## src/rtl/vu_tap_scheduler_pkg.sv

```systemverilog
// Shared types for the VU tap scheduler: FSM state encoding, sample type and
// the saturating magnitude helper used by the clip detectors.
package vu_pkg;

  typedef enum logic [1:0] {
    IDLE  = 2'd0,
    CLEAR = 2'd1,
    BLANK = 2'd2,
    RUN   = 2'd3
  } sched_state_e;

  typedef logic signed [31:0] sample_t;

  localparam int TAP_SEL_W = 3;
  localparam int MAX_TAPS  = 1 << TAP_SEL_W;

  // -2^31 has no positive twin, so it saturates to the largest positive value.
  function automatic logic [31:0] sat_abs(input sample_t s);
    if (s == 32'sh8000_0000) return 32'h7FFF_FFFF;
    else if (s < 0)          return 32'(-s);
    else                     return 32'(s);
  endfunction

endpackage

```

## src/rtl/vu_tap_scheduler_clip_detect.sv

```systemverilog
// Per-tap sticky clip flag: set when either channel's magnitude reaches
// CLIP_LEVEL on a valid sample; a set beats a simultaneous clear.
module vu_clip_detect
  import vu_pkg::*;
#(
  parameter logic [31:0] CLIP_LEVEL = 32'h7F00_0000
) (
  input  logic        i_clk,
  input  logic        i_rst,
  input  logic [31:0] i_sample_l,
  input  logic [31:0] i_sample_r,
  input  logic        i_valid,
  input  logic        i_clear,
  output logic        o_flag
);

  logic [31:0] w_mag_l;
  logic [31:0] w_mag_r;
  logic        w_hit;
  logic        r_flag;

  assign w_mag_l = sat_abs(i_sample_l);
  assign w_mag_r = sat_abs(i_sample_r);
  assign w_hit   = i_valid && ((w_mag_l >= CLIP_LEVEL) || (w_mag_r >= CLIP_LEVEL));

  always_ff @(posedge i_clk or posedge i_rst) begin
    if (i_rst)        r_flag <= 1'b0;
    else if (w_hit)   r_flag <= 1'b1;
    else if (i_clear) r_flag <= 1'b0;
  end

  assign o_flag = r_flag;

endmodule

```

## src/rtl/vu_tap_scheduler.sv

```systemverilog
// Time-shares one stereo VU meter across NUM_TAPS taps with a clear/blank gap on
// every tap change. Define VU_CLIP_LATCH_EN to build the per-tap sticky clip flags.
module vu_tap_scheduler
  import vu_pkg::*;
#(
  parameter int          NUM_TAPS     = 4,
  parameter int          DWELL_CYCLES = 50000000,
  parameter int          BLANK_CYCLES = 500000,
  parameter logic [31:0] CLIP_LEVEL   = 32'h7F00_0000
) (
  input  logic                  i_clk,
  input  logic                  i_rst,
  input  logic                  i_enable,
  input  logic                  i_auto_scan,
  input  logic [2:0]            i_manual_sel,
  input  logic [NUM_TAPS*32-1:0] i_tap_l,
  input  logic [NUM_TAPS*32-1:0] i_tap_r,
  input  logic [NUM_TAPS-1:0]   i_tap_valid,
  input  logic                  i_clip_clear,
  output logic [31:0]           o_meter_l,
  output logic [31:0]           o_meter_r,
  output logic                  o_meter_valid,
  output logic                  o_meter_clear,
  output logic [2:0]            o_active_tap,
  output logic [NUM_TAPS-1:0]   o_clip_flags,
  output logic [1:0]            o_state
);

  localparam int DW = $clog2(DWELL_CYCLES);
  localparam int BW = (BLANK_CYCLES > 1) ? $clog2(BLANK_CYCLES) : 1;
  localparam logic [DW-1:0] DWELL_LAST = DW'(DWELL_CYCLES - 1);
  localparam logic [BW-1:0] BLANK_LAST = BW'((BLANK_CYCLES > 0) ? BLANK_CYCLES - 1 : 0);
  localparam logic [2:0]    TAP_LAST   = 3'(NUM_TAPS - 1);

  sched_state_e r_state, w_state_nxt;
  logic [2:0]    r_active_tap, r_next_tap, w_tap_nxt;
  logic [DW-1:0] r_dwell_cnt;
  logic [BW-1:0] r_blank_cnt;
  logic [31:0]   r_meter_l, r_meter_r;
  logic          r_meter_valid, r_meter_clear;
  logic          w_sel_ok;

  // Padded to the full select range so the 3-bit tap index never overruns.
  logic [31:0]         w_tap_l [MAX_TAPS];
  logic [31:0]         w_tap_r [MAX_TAPS];
  logic [MAX_TAPS-1:0] w_tap_valid;

  for (genvar g = 0; g < MAX_TAPS; g++) begin : g_tap
    if (g < NUM_TAPS) begin : g_used
      assign w_tap_l[g]     = i_tap_l[g*32 +: 32];
      assign w_tap_r[g]     = i_tap_r[g*32 +: 32];
      assign w_tap_valid[g] = i_tap_valid[g];
    end else begin : g_pad
      assign w_tap_l[g]     = '0;
      assign w_tap_r[g]     = '0;
      assign w_tap_valid[g] = 1'b0;
    end
  end

  assign w_sel_ok = ({29'd0, i_manual_sel} < 32'(NUM_TAPS));

  always_comb begin
    w_state_nxt = r_state;
    w_tap_nxt   = r_next_tap;
    case (r_state)
      IDLE: if (i_enable) begin
        w_state_nxt = CLEAR;
        w_tap_nxt   = r_active_tap;
      end
      CLEAR: w_state_nxt = (BLANK_CYCLES == 0) ? RUN : BLANK;
      BLANK: if (r_blank_cnt == BLANK_LAST) w_state_nxt = RUN;
      RUN: begin
        if (i_auto_scan) begin
          if (r_dwell_cnt == DWELL_LAST) begin
            w_tap_nxt   = (r_active_tap == TAP_LAST) ? 3'd0 : r_active_tap + 3'd1;
            w_state_nxt = CLEAR;
          end
        end else if ((i_manual_sel != r_active_tap) && w_sel_ok) begin
          w_tap_nxt   = i_manual_sel;
          w_state_nxt = CLEAR;
        end
      end
      default: w_state_nxt = IDLE;
    endcase
    if (!i_enable) w_state_nxt = IDLE;
  end

  always_ff @(posedge i_clk or posedge i_rst) begin
    if (i_rst) begin
      r_state       <= IDLE;
      r_active_tap  <= '0;
      r_next_tap    <= '0;
      r_dwell_cnt   <= '0;
      r_blank_cnt   <= '0;
      r_meter_l     <= '0;
      r_meter_r     <= '0;
      r_meter_valid <= 1'b0;
      r_meter_clear <= 1'b0;
    end else begin
      r_state       <= w_state_nxt;
      r_next_tap    <= w_tap_nxt;
      r_meter_clear <= (w_state_nxt == CLEAR);
      // A sample is only forwarded while RUN continues, so nothing leaks into CLEAR/IDLE.
      r_meter_valid <= (r_state == RUN && w_state_nxt == RUN) ? w_tap_valid[r_active_tap] : 1'b0;
      if (r_state == CLEAR && i_enable) r_active_tap <= r_next_tap;
      if (r_state == RUN) begin
        r_meter_l <= w_tap_l[r_active_tap];
        r_meter_r <= w_tap_r[r_active_tap];
      end
      r_blank_cnt <= (r_state == BLANK) ? r_blank_cnt + 1'b1 : '0;
      if (r_state == RUN && w_state_nxt == RUN && i_auto_scan) r_dwell_cnt <= r_dwell_cnt + 1'b1;
      else                                                      r_dwell_cnt <= '0;
    end
  end

`ifdef VU_CLIP_LATCH_EN
  for (genvar t = 0; t < NUM_TAPS; t++) begin : g_clip
    vu_clip_detect #(.CLIP_LEVEL(CLIP_LEVEL)) u_clip (
      .i_clk      (i_clk),
      .i_rst      (i_rst),
      .i_sample_l (i_tap_l[t*32 +: 32]),
      .i_sample_r (i_tap_r[t*32 +: 32]),
      .i_valid    (i_tap_valid[t]),
      .i_clear    (i_clip_clear),
      .o_flag     (o_clip_flags[t])
    );
  end
`else
  logic w_unused_clip_clear;
  assign w_unused_clip_clear = i_clip_clear;
  assign o_clip_flags = '0;
`endif

  assign o_meter_l     = r_meter_l;
  assign o_meter_r     = r_meter_r;
  assign o_meter_valid = r_meter_valid;
  assign o_meter_clear = r_meter_clear;
  assign o_active_tap  = r_active_tap;
  assign o_state       = r_state;

endmodule
```

## config.mk

```make
export PLATFORM = sky130hd
export DESIGN_NAME = vu_tap_scheduler
export DESIGN_NICKNAME = d
export VERILOG_FILES = /design/src/rtl/vu_tap_scheduler_pkg.sv /design/src/rtl/vu_tap_scheduler_clip_detect.sv /design/src/rtl/vu_tap_scheduler.sv
export SDC_FILE = /design/constraint.sdc
export NUM_CORES = 1
export LEC_CHECK = 0
export ABC_AREA = 1
export BUFFER_PORTS_ARGS = -buffer_cell sky130_fd_sc_hd__buf_2
export CELL_PAD_IN_SITES_DETAIL_PLACEMENT = 1
export CELL_PAD_IN_SITES_GLOBAL_PLACEMENT = 1
export CORE_ASPECT_RATIO = 0.75
export CORE_UTILIZATION = 25
export CTS_CLUSTER_DIAMETER = 150
export DETAILED_ROUTE_END_ITERATION = 12
export PLACE_DENSITY = 0.74
export SKIP_LAST_GASP = 1
export SYNTH_ARGS = -nofsm -noshare
export SYNTH_HDL_FRONTEND = slang
export SYNTH_SLANG_ARGS = --single-unit
```

## constraint.sdc

```tcl
create_clock -name i_clk -period 4.7 [get_ports i_clk]
set_input_delay 0.47 -clock i_clk [delete_from_list [all_inputs] [get_ports i_clk]]
set_output_delay 0.47 -clock i_clk [all_outputs]
set_load 0.01 [all_outputs]
```

Word level (Yosys, flattened, before mapping)
Index checks and enable logic that the tools add are counted.
- word-level logic and storage cells: 58
- register bits: 119
- magnitude comparators: 3
- reductions and logical operators: 7
- mux-type cells: 23
- equal/unequal tests: 12
- bitwise gates (word level): 1
- add/subtract/negate cells: 3
- operators with widths (kind ; number):
    binary-select mux 32 bit (select 3 bit) ; 2
    2-to-1 mux 32 bit ; 4
    adder 26 x 1 -> 26 bit, second input constant ; 1
    == test 26 bit, second input constant ; 1
    2-to-1 mux 26 bit ; 1
    adder 19 x 1 -> 19 bit, second input constant ; 1
    == test 19 bit, second input constant ; 1
    2-to-1 mux 19 bit ; 1
    2-to-1 mux 3 bit ; 5
    2-to-1 mux 2 bit ; 5
    case mux 2 bit (4 select lines) ; 1
    == test 2 bit, second input constant ; 3
    inequality test 3 bit, second input constant ; 2
    case mux 3 bit (2 select lines) ; 1
    == test 2 x 1 -> 1 bit, second input constant ; 2
    greater-or-equal comparator 4 bit, second input constant ; 1
    logical AND 1 bit ; 4
    < comparator 3 x 4 -> 1 bit, second input constant ; 1
    inverter 3 -> 4 bit ; 1
    AND reduction 4 bit ; 1
    adder 3 x 1 -> 3 bit, second input constant ; 1
    binary-select mux 1 bit (select 3 bit) ; 1
    == test 3 x 2 -> 1 bit, second input constant ; 1
    < comparator 3 bit, second input constant ; 1
    other kinds (5) ; 6

Depth between registers and ports, before layout
Gate-level depths: netlist (run 1).
- depth in word-level cells: 10
- mapped depth: 12
- mapped depth without buffers: 12

Worst setup path after synthesis (run 1)
OpenSTA, ideal clock, no wires.
- path type: reg2reg
- start: register r_dwell_cnt[0]
- end: register r_dwell_cnt[0]
- cell stages (with the launch flop): 12
- period minus slack after synthesis: 1.571 ns
- path buffers: 1
- arrival: 1.447 ns
- slack: 3.129 ns
- library setup time: 0.124 ns
- path through: dfrtp_1 > ha_1 > nand2_2 > nor2_4 > nand2_1 > nor2_1 > nand2_1 > nand2_1 > nand3_2 > nand3_4 > buf_6 > nor2_1
- cells in the longest elaborated chain, start to end: 9
- elaborated cells between the ends (all ways): 10
- classes of those cells: add/sub: 1; eq/ne: 2; mux: 5; reduce/logical: 2
- ends and longest elaborated chain (what ; line ; RTL):
    start: declaration ; vu_tap_scheduler.sv:37 ; logic [DW-1:0] r_dwell_cnt;
    start signal: assignment ; vu_tap_scheduler.sv:111 ; if (r_state == RUN && w_state_nxt == RUN && i_auto_scan) r_dwell_cnt <= r_dwell_cnt + 1'b1;
    == test 26 bit ; vu_tap_scheduler.sv:74 ; if (r_dwell_cnt == DWELL_LAST) begin
    2-to-1 mux 2 bit ; vu_tap_scheduler.sv:74 ;
    2-to-1 mux 2 bit ; vu_tap_scheduler.sv:73 ; if (i_auto_scan) begin
    case mux 2 bit (4 select lines) ; vu_tap_scheduler.sv:65 ; case (r_state)
    2-to-1 mux 2 bit ; vu_tap_scheduler.sv:85 ; if (!i_enable) w_state_nxt = IDLE;
    == test 2 bit ; vu_tap_scheduler.sv:111 ;
    logical AND 1 bit (2 in series) ; vu_tap_scheduler.sv:111 ;
    2-to-1 mux 26 bit * ; vu_tap_scheduler.sv:111 ;
Every way passes the cells marked *; elsewhere a longest branch is shown, timed or not.
A chain may end at the register's enable or synchronous reset.

Worst setup path in the final report (run 1)
- start: register r_active_tap[0], in the netlist o_active_tap[0]
- end: output o_active_tap[0]
- RTL lines (what ; line ; RTL):
    start: declaration ; vu_tap_scheduler.sv:36 ; logic [2:0] r_active_tap, r_next_tap, w_tap_nxt;
    start signal: assignment ; vu_tap_scheduler.sv:105 ; if (r_state == CLEAR && i_enable) r_active_tap <= r_next_tap;
    end: declaration ; vu_tap_scheduler.sv:24 ; output logic [2:0] o_active_tap,
No word-level cell between the ends.

==> flow_metrics.py, run 1 <==
metrics = {
    "die": {
        "core-area_mm2": 0.0282,
        "num_rows": 53,
        "start_util_pct": 25.7,
        "die_y_um": 150,
        "die_w_um": 199,
        "die_area_mm2": 0.0297,
        "io_pins": 343,
    },
    "critical_path": {
        "critPathLaunchType": "flop",
        "crit_fanout": 90,
        "crit_type": "reg -> out",
        "end_kind": "primary output",
        "worstPathArrival_ns": 2.16,
        "required_ns": 4.23,
    },
    "timing": {
        "rsz0062_at_grt": "false",
        "min_period_ns": 2.63,
        "timing.final.ws_setup_ns": 2.07,
        "skew_ns": 0.00869,
        "slew_headroom_pct": 33.1,
        "slew_viol_final": 0,
        "fin_crit_sh_pct": 56.0,
        "setup_viol": 0,
        "whs_ns": 0.179,
        "tightest_slew_ns": 1.00,
        "hold_violations": 0,
        "fin_setup_tns_ns": 0,
        "max_freq_mhz": 380,
    },
    "finish": {
        "nets": 1601,
        "n_antenna_cell": 0,
        "fin_area_mm2": 0.00977,
        "nFillCells": 3658,
        "area_growth_pct": 34.5,
        "fin_util_pct": 34.6,
        "drive_above_1_share_pct": 30.0,
        "fin_cells": 1727,
    },
    "cts": {
        "ctsHoldBuffers": 0,
        "cts_buffers": 17,
        "clockBufferDepth": 2,
        "h-tree-depth": 4,
        "clock_latency_ns": 0.42,
        "cts.sinks": 119,
        "cts_tree": "done",
        "cts_root_buf": "clkbuf_16",
        "post_cts_buffers": 0,
        "cts_resized": 0,
        "path_clk_slew_ns": 0.06,
    },
    "pwr": {
        "p_leak_nw": 4.82,
        "pwr-share-clk_pct": 26.2,
        "internal_power_mw": 2.87,
        "vdd_drop_max_mv": 0.270,
        "p_sw_share_pct": 42.6,
        "power.total_mw": 5.01,
        "p_per_area_mw_per_mm2": 513,
        "comb_power_share_pct": 44.1,
        "p_switching_mw": 2.13,
        "seqPwrFrac_pct": 29.7,
    },
    "min_path": {
        "hold_path.class": "in -> async",
    },
    "run": {
        "cap_violations": 0,
    },
    "grt": {
        "grt_max_degree": 104,
        "first_global_vias": 8580,
        "antenna_found_initial": 1,
        "grt_overflow": 0,
        "grt_usage_pct": 19.2,
        "grt_pass1_wl_mm": 44.4,
    },
    "synth": {
        "seq_area_frac_synth_pct": 41.0,
        "synthXorXnorAreaFrac_pct": 2.90,
        "synth-compound-area-share_pct": 17.2,
        "synth-edff-count": 0,
        "synthAdderAreaFrac_pct": 0.517,
        "yosysUniqueCellTypes": 31,
        "synth.area.top_cells": "dfrtp_1 41%, nor2_1 11%, nand2_1 10%",
        "ys_ff_latch": 119,
        "synth_area_mm2": 0.00726,
        "synth_top_flop_cell": "dfrtp_1",
        "syn_inst": 1034,
        "netlist.area_leader.share_pct": 41.0,
        "synthSimpleGateAreaFrac_pct": 31.3,
        "yosysTopAreaCell": "dfrtp_1",
        "syn-mean-instance-area_um2": 7.02,
        "muxShareOfSynthArea_pct": 0,
        "synth_top_family_by_area": "simple AND/OR/NAND/NOR gates",
        "async_flop_share_pct": 100,
        "synth_warnings": 0,
    },
    "place": {
        "pre_cts_ws_ns": 2.11,
        "gp_congestion": 0.816,
        "dp_cells": 1696,
        "io_buffers": 337,
        "placed_cell_area_mm2": 0.00918,
        "dp.final_hpwl_mm": 20.3,
    },
    "route": {
        "drc_errors": 0,
        "vias": 8238,
        "drt-pass1-iter-count": 4,
        "routed_wl_mm": 27.9,
        "postRouteAntennaNets": 0,
        "wl_per_cell_um": 16.2,
        "drt-initial-drc-count": 287,
        "via_per_inst": 4.77,
    },
    "outcome": {
        "status": "completed",
    },
}
==> cells by family (layout without fill, tap and decap cells) <==
logic type | count (synthesis) | after routing
XOR/XNOR | 24 | 24
AO/OA/AOI/OAI | 230 | 230
flip-flops | 119 | 119
buffers and inverters | 116 | 421
adder cells (fa/ha/maj) | 3 | 3
other | 1 | 4
AND/OR/NAND/NOR | 541 | 541
==> area by class of cell <==
class                   count  area, µm²  share of cell area (%)
well taps                 385        482                    4.93
inverters                  43        166                    1.70
clock buffers              20        467                    4.78
multi-input cells         802       3780                    38.7
clock inverters            11        124                    1.27
flip-flops and latches    119       2980                    30.5
repair buffers            347       1760                    18.0
==> metal layers <==
metal | up-vias | global-route usage (%) | wire length (µm)
met5 | - | 0 | 0
met2 | 249 | 35.5 | 13800
met1 | 3939 | 22.1 | 11900
li1 | 4032 | - | -
met4 | 0 | 4.77 | 296
met3 | 18 | 4.42 | 1850
==> power by group through the flow <==
stage,sequential [mW],combinational [mW],clock [mW]
after CTS,1.49,2.25,1.35
after global routing,1.53,2.47,1.40
after global placement,1.49,2.20,0
final,1.49,2.21,1.31
after detailed placement,1.50,2.25,0
after floorplan,1.57,1.33,0
==> Yosys cell counts, types with 2 or more instances <==
library cell,n
a21oi_1,19
a22oi_1,2
buf_1,7
buf_2,11
buf_4,12
buf_6,2
clkbuf_1,39
clkbuf_2,2
dfrtp_1,119
ha_1,3
inv_1,42
nand2_1,199
nand2_2,5
nand3_1,90
nand4_1,12
nor2_1,211
nor2_2,5
nor2_4,4
nor3_1,11
o21a_1,3
o21ai_0,140
o22ai_1,65
xnor2_1,11
xor2_1,13
==> layout by cell type (no fill, tap or decap), types with 2 or more instances in the layout <==
cell,netlist,layout
a21oi_1,19,19
a22oi_1,2,2
buf_2,11,337
buf_4,12,10
bufinv_16,0,2
clkbuf_16,0,17
clkbuf_8,0,3
clkinv_2,0,3
clkinv_4,0,2
clkinvlp_4,0,3
conb_1,1,4
dfrtp_1,119,117
ha_1,3,3
inv_1,42,38
inv_2,1,3
inv_4,0,2
nand2_1,199,198
nand2_2,5,6
nand3_1,90,90
nand4_1,12,12
nor2_1,211,211
nor2_2,5,5
nor2_4,4,4
nor3_1,11,11
o21a_1,3,3
o21ai_0,140,140
o22ai_1,65,65
xnor2_1,11,11
xor2_1,13,13
==> worst paths after layout <==
kind | start | end | slack [ns] | cells past startpoint
setup reg to reg | o_active_tap[0] | o_meter_r[30] | 2.12 | 6
setup / recovery | o_active_tap[0] | o_active_tap[0] | 2.07 | 2
max in group asynchronous | i_rst | o_active_tap[0] | 3.53 | 3
hold / removal | i_rst | o_meter_l[9] | 0.18 | 2
hold reg to reg | o_meter_r[23] | o_meter_r[23] | 0.47 | 2
min in group i_clk | i_tap_r[17] | o_meter_r[17] | 0.45 | 5
==> state kept, by name (all words and copies together) (netlist names) <==
name,flops
o_meter_l,32
o_active_tap,3
r_dwell_cnt,26
o_state,2
r_next_tap,3
r_blank_cnt,19
o_meter_valid,1
o_meter_clear,1
o_meter_r,32
==> worst max-delay path, cell delays in order (launching register included) <==
cell and delay [ns]:
dfrtp_4 0.71, buf_4 0.73, buf_2 0.26
(Power assumes the default switching activity.)
==> inputs of run 2 (changes only) <==
--- a/config.mk
+++ b/config.mk
@@ -13,7 +13,7 @@
 export CORE_UTILIZATION = 25
 export CTS_CLUSTER_DIAMETER = 150
 export DETAILED_ROUTE_END_ITERATION = 12
-export PLACE_DENSITY = 0.74
+export PLACE_DENSITY = 0.76
 export SKIP_LAST_GASP = 1
 export SYNTH_ARGS = -nofsm -noshare
 export SYNTH_HDL_FRONTEND = slang
==> constraint.sdc (replaced) <==
create_clock -name i_clk -period 2.1 [get_ports i_clk]
set_input_delay 0.21 -clock i_clk [delete_from_list [all_inputs] [get_ports i_clk]]
set_output_delay 0.21 -clock i_clk [all_outputs]
set_load 0.01 [all_outputs]
==> run 2 against run 1 <==
The flow now finishes with violations (negative hold slack). First-iteration DRC count up 17%. Clock skew up 0.0016 ns. Via count up 1.7%. Die area unchanged. Global-route usage up 0.37 points. Clock-buffer cell count up 1. Worst hold slack worse by 0.20 ns. Critical path type is now reg -> reg. Largest cell class unchanged. Highest routed layer unchanged.
==> flow_metrics.py, run 2 (same netlist as run 1, synthesis figures left out) <==
metrics = {
    "critical_path": {
        "r2r_cells": 10,
        "r2r-end": "r_dwell_cnt[17]",
        "r2r-start": "r_dwell_cnt[0]",
        "r2r_slack_ns": 0.21,
        "crit_fanout": 26,
        "worstPathArrival_ns": 2.18,
        "critPathLaunchType": "flop",
        "end_kind": "flop",
        "crit_type": "reg -> reg",
        "required_ns": 2.38,
    },
    "pwr": {
        "p_leak_nw": 4.96,
        "vdd_drop_max_mv": 0.638,
        "p_per_area_mw_per_mm2": 1190,
    },
    "run": {
        "cap_violations": 0,
    },
    "timing": {
        "slew_headroom_pct": 55.5,
        "rsz0062_at_grt": "false",
        "timing.final.ws_setup_ns": 0.207,
        "setup_viol": 0,
        "min_period_ns": 1.89,
        "slew_viol_final": 0,
        "skew_ns": 0.0103,
        "fin_crit_sh_pct": 90.2,
        "fin_setup_tns_ns": 0,
        "whs_ns": -0.0171,
        "tightest_slew_ns": 0.667,
        "max_freq_mhz": 528,
        "hold_violations": 6,
    },
    "cts": {
        "ctsHoldBuffers": 0,
        "cts_root_buf": "clkbuf_16",
        "clockBufferDepth": 2,
        "cts.sinks": 119,
        "cts_buffers": 17,
        "cts_resized": 0,
        "post_cts_buffers": 0,
        "cts_tree": "done",
        "path_clk_slew_ns": 0.06,
        "clock_latency_ns": 0.42,
        "h-tree-depth": 4,
    },
    "die": {
        "num_rows": 53,
        "core-area_mm2": 0.0282,
        "start_util_pct": 25.7,
        "io_pins": 343,
        "die_w_um": 199,
        "die_y_um": 150,
        "die_area_mm2": 0.0297,
    },
    "route": {
        "wl_per_cell_um": 16.5,
        "drt-pass1-iter-count": 4,
        "drc_errors": 0,
        "drt-initial-drc-count": 335,
        "via_per_inst": 4.80,
        "vias": 8379,
        "postRouteAntennaNets": 0,
        "routed_wl_mm": 28.7,
    },
    "finish": {
        "final_common_cell": "buf_2",
        "drive_above_1_share_pct": 30.8,
        "area_growth_pct": 38.2,
        "fin_util_pct": 35.5,
        "mostFrequentLayoutCells": "337 x buf_2, 211 x nor2_1, 198 x nand2_1",
        "nets": 1616,
    },
    "min_path": {
        "hold_path.class": "in -> async",
    },
    "grt": {
        "grt_overflow": 0,
        "grt_max_degree": 120,
        "grt_usage_pct": 19.5,
        "first_global_vias": 8723,
        "grt_pass1_wl_mm": 44.9,
        "antenna_found_initial": 0,
    },
    "place": {
        "gp_congestion": 0.851,
        "pre_cts_ws_ns": 0.228,
        "io_buffers": 337,
        "dp.final_hpwl_mm": 21.7,
    },
    "outcome": {
        "violations": "negative hold slack",
        "status": "finished, violations left",
    },
}
## run 2: changes by cell type in the layout (fill, tap and decap cells not counted)
cell,before,now
clkinv_4,2,1
inv_4,2,1
clkinv_2,3,1
diode_2,0,2
bufinv_16,2,6
clkbuf_1,0,1
buf_12,0,4
buf_4,10,21
## run 2: area by class of cell
type	count	area, µm²
fillers	3649	18200
diodes	2	5.00
flip-flops and latches	119	2980
clock buffers	21	470
well taps	385	482
multi-input cells	802	3780
clock inverters	11	218
inverters	43	168
repair buffers	362	1920
## run 2: worst max path at each step
| stage | start | end |
|---|---|---|
| 2_1_floorplan | i_rst | o_active_tap[0] |
| 3_3_place_gp | r_dwell_cnt[0] | r_dwell_cnt[25] |
| 3_5_place_dp | r_dwell_cnt[0] | r_dwell_cnt[14] |
| 4_1_cts | r_dwell_cnt[0] | r_dwell_cnt[0] |
| 5_1_grt | r_dwell_cnt[0] | r_dwell_cnt[24] |
| 6_report | r_dwell_cnt[0] | r_dwell_cnt[17] |
## run 2: worst max-delay path: stages (launching register included)
cell and delay (ns):
dfrtp_1 0.47, ha_1 0.25, nand2_2 0.09, nor2_4 0.15, nand2_1 0.07, nor2_1 0.09, nand2_1 0.07, nand2_1 0.10
nand3_2 0.12, nand3_4 0.27, nor2_1 0.08
## run 2: power by group
group	switching [mW]	total (mW)	internal, mW
sequential	0.398	3.29	2.89
combinational	3.34	5.27	1.92
clock	1.09	3.42	2.33
total	4.84	12.0	7.14
## run 2: routing by layer
layer	wire length, µm	vias up	global-route usage, %
met1	12700	4003	23.0
met5	0	-	0
met4	608	0	6.35
met3	1940	34	4.62
li1	-	4069	-
met2	13500	273	34.8
## run 2: through the flow
step | power (mW) | hold WS (ns) | area, µm² | std cells
2_1_floorplan | 6.50 | 0.443 | 7270 | 1037
3_3_place_gp | 8.50 | 0.458 | 9340 | 1711
3_5_place_dp | 8.65 | 0.461 | 9340 | 1711
4_1_cts | 12.2 | 0.0112 | 10000 | 1743
5_1_grt | 12.9 | 0.0399 | 10000 | 1743
6_report | 12.0 | -0.0171 | 10000 | 1745
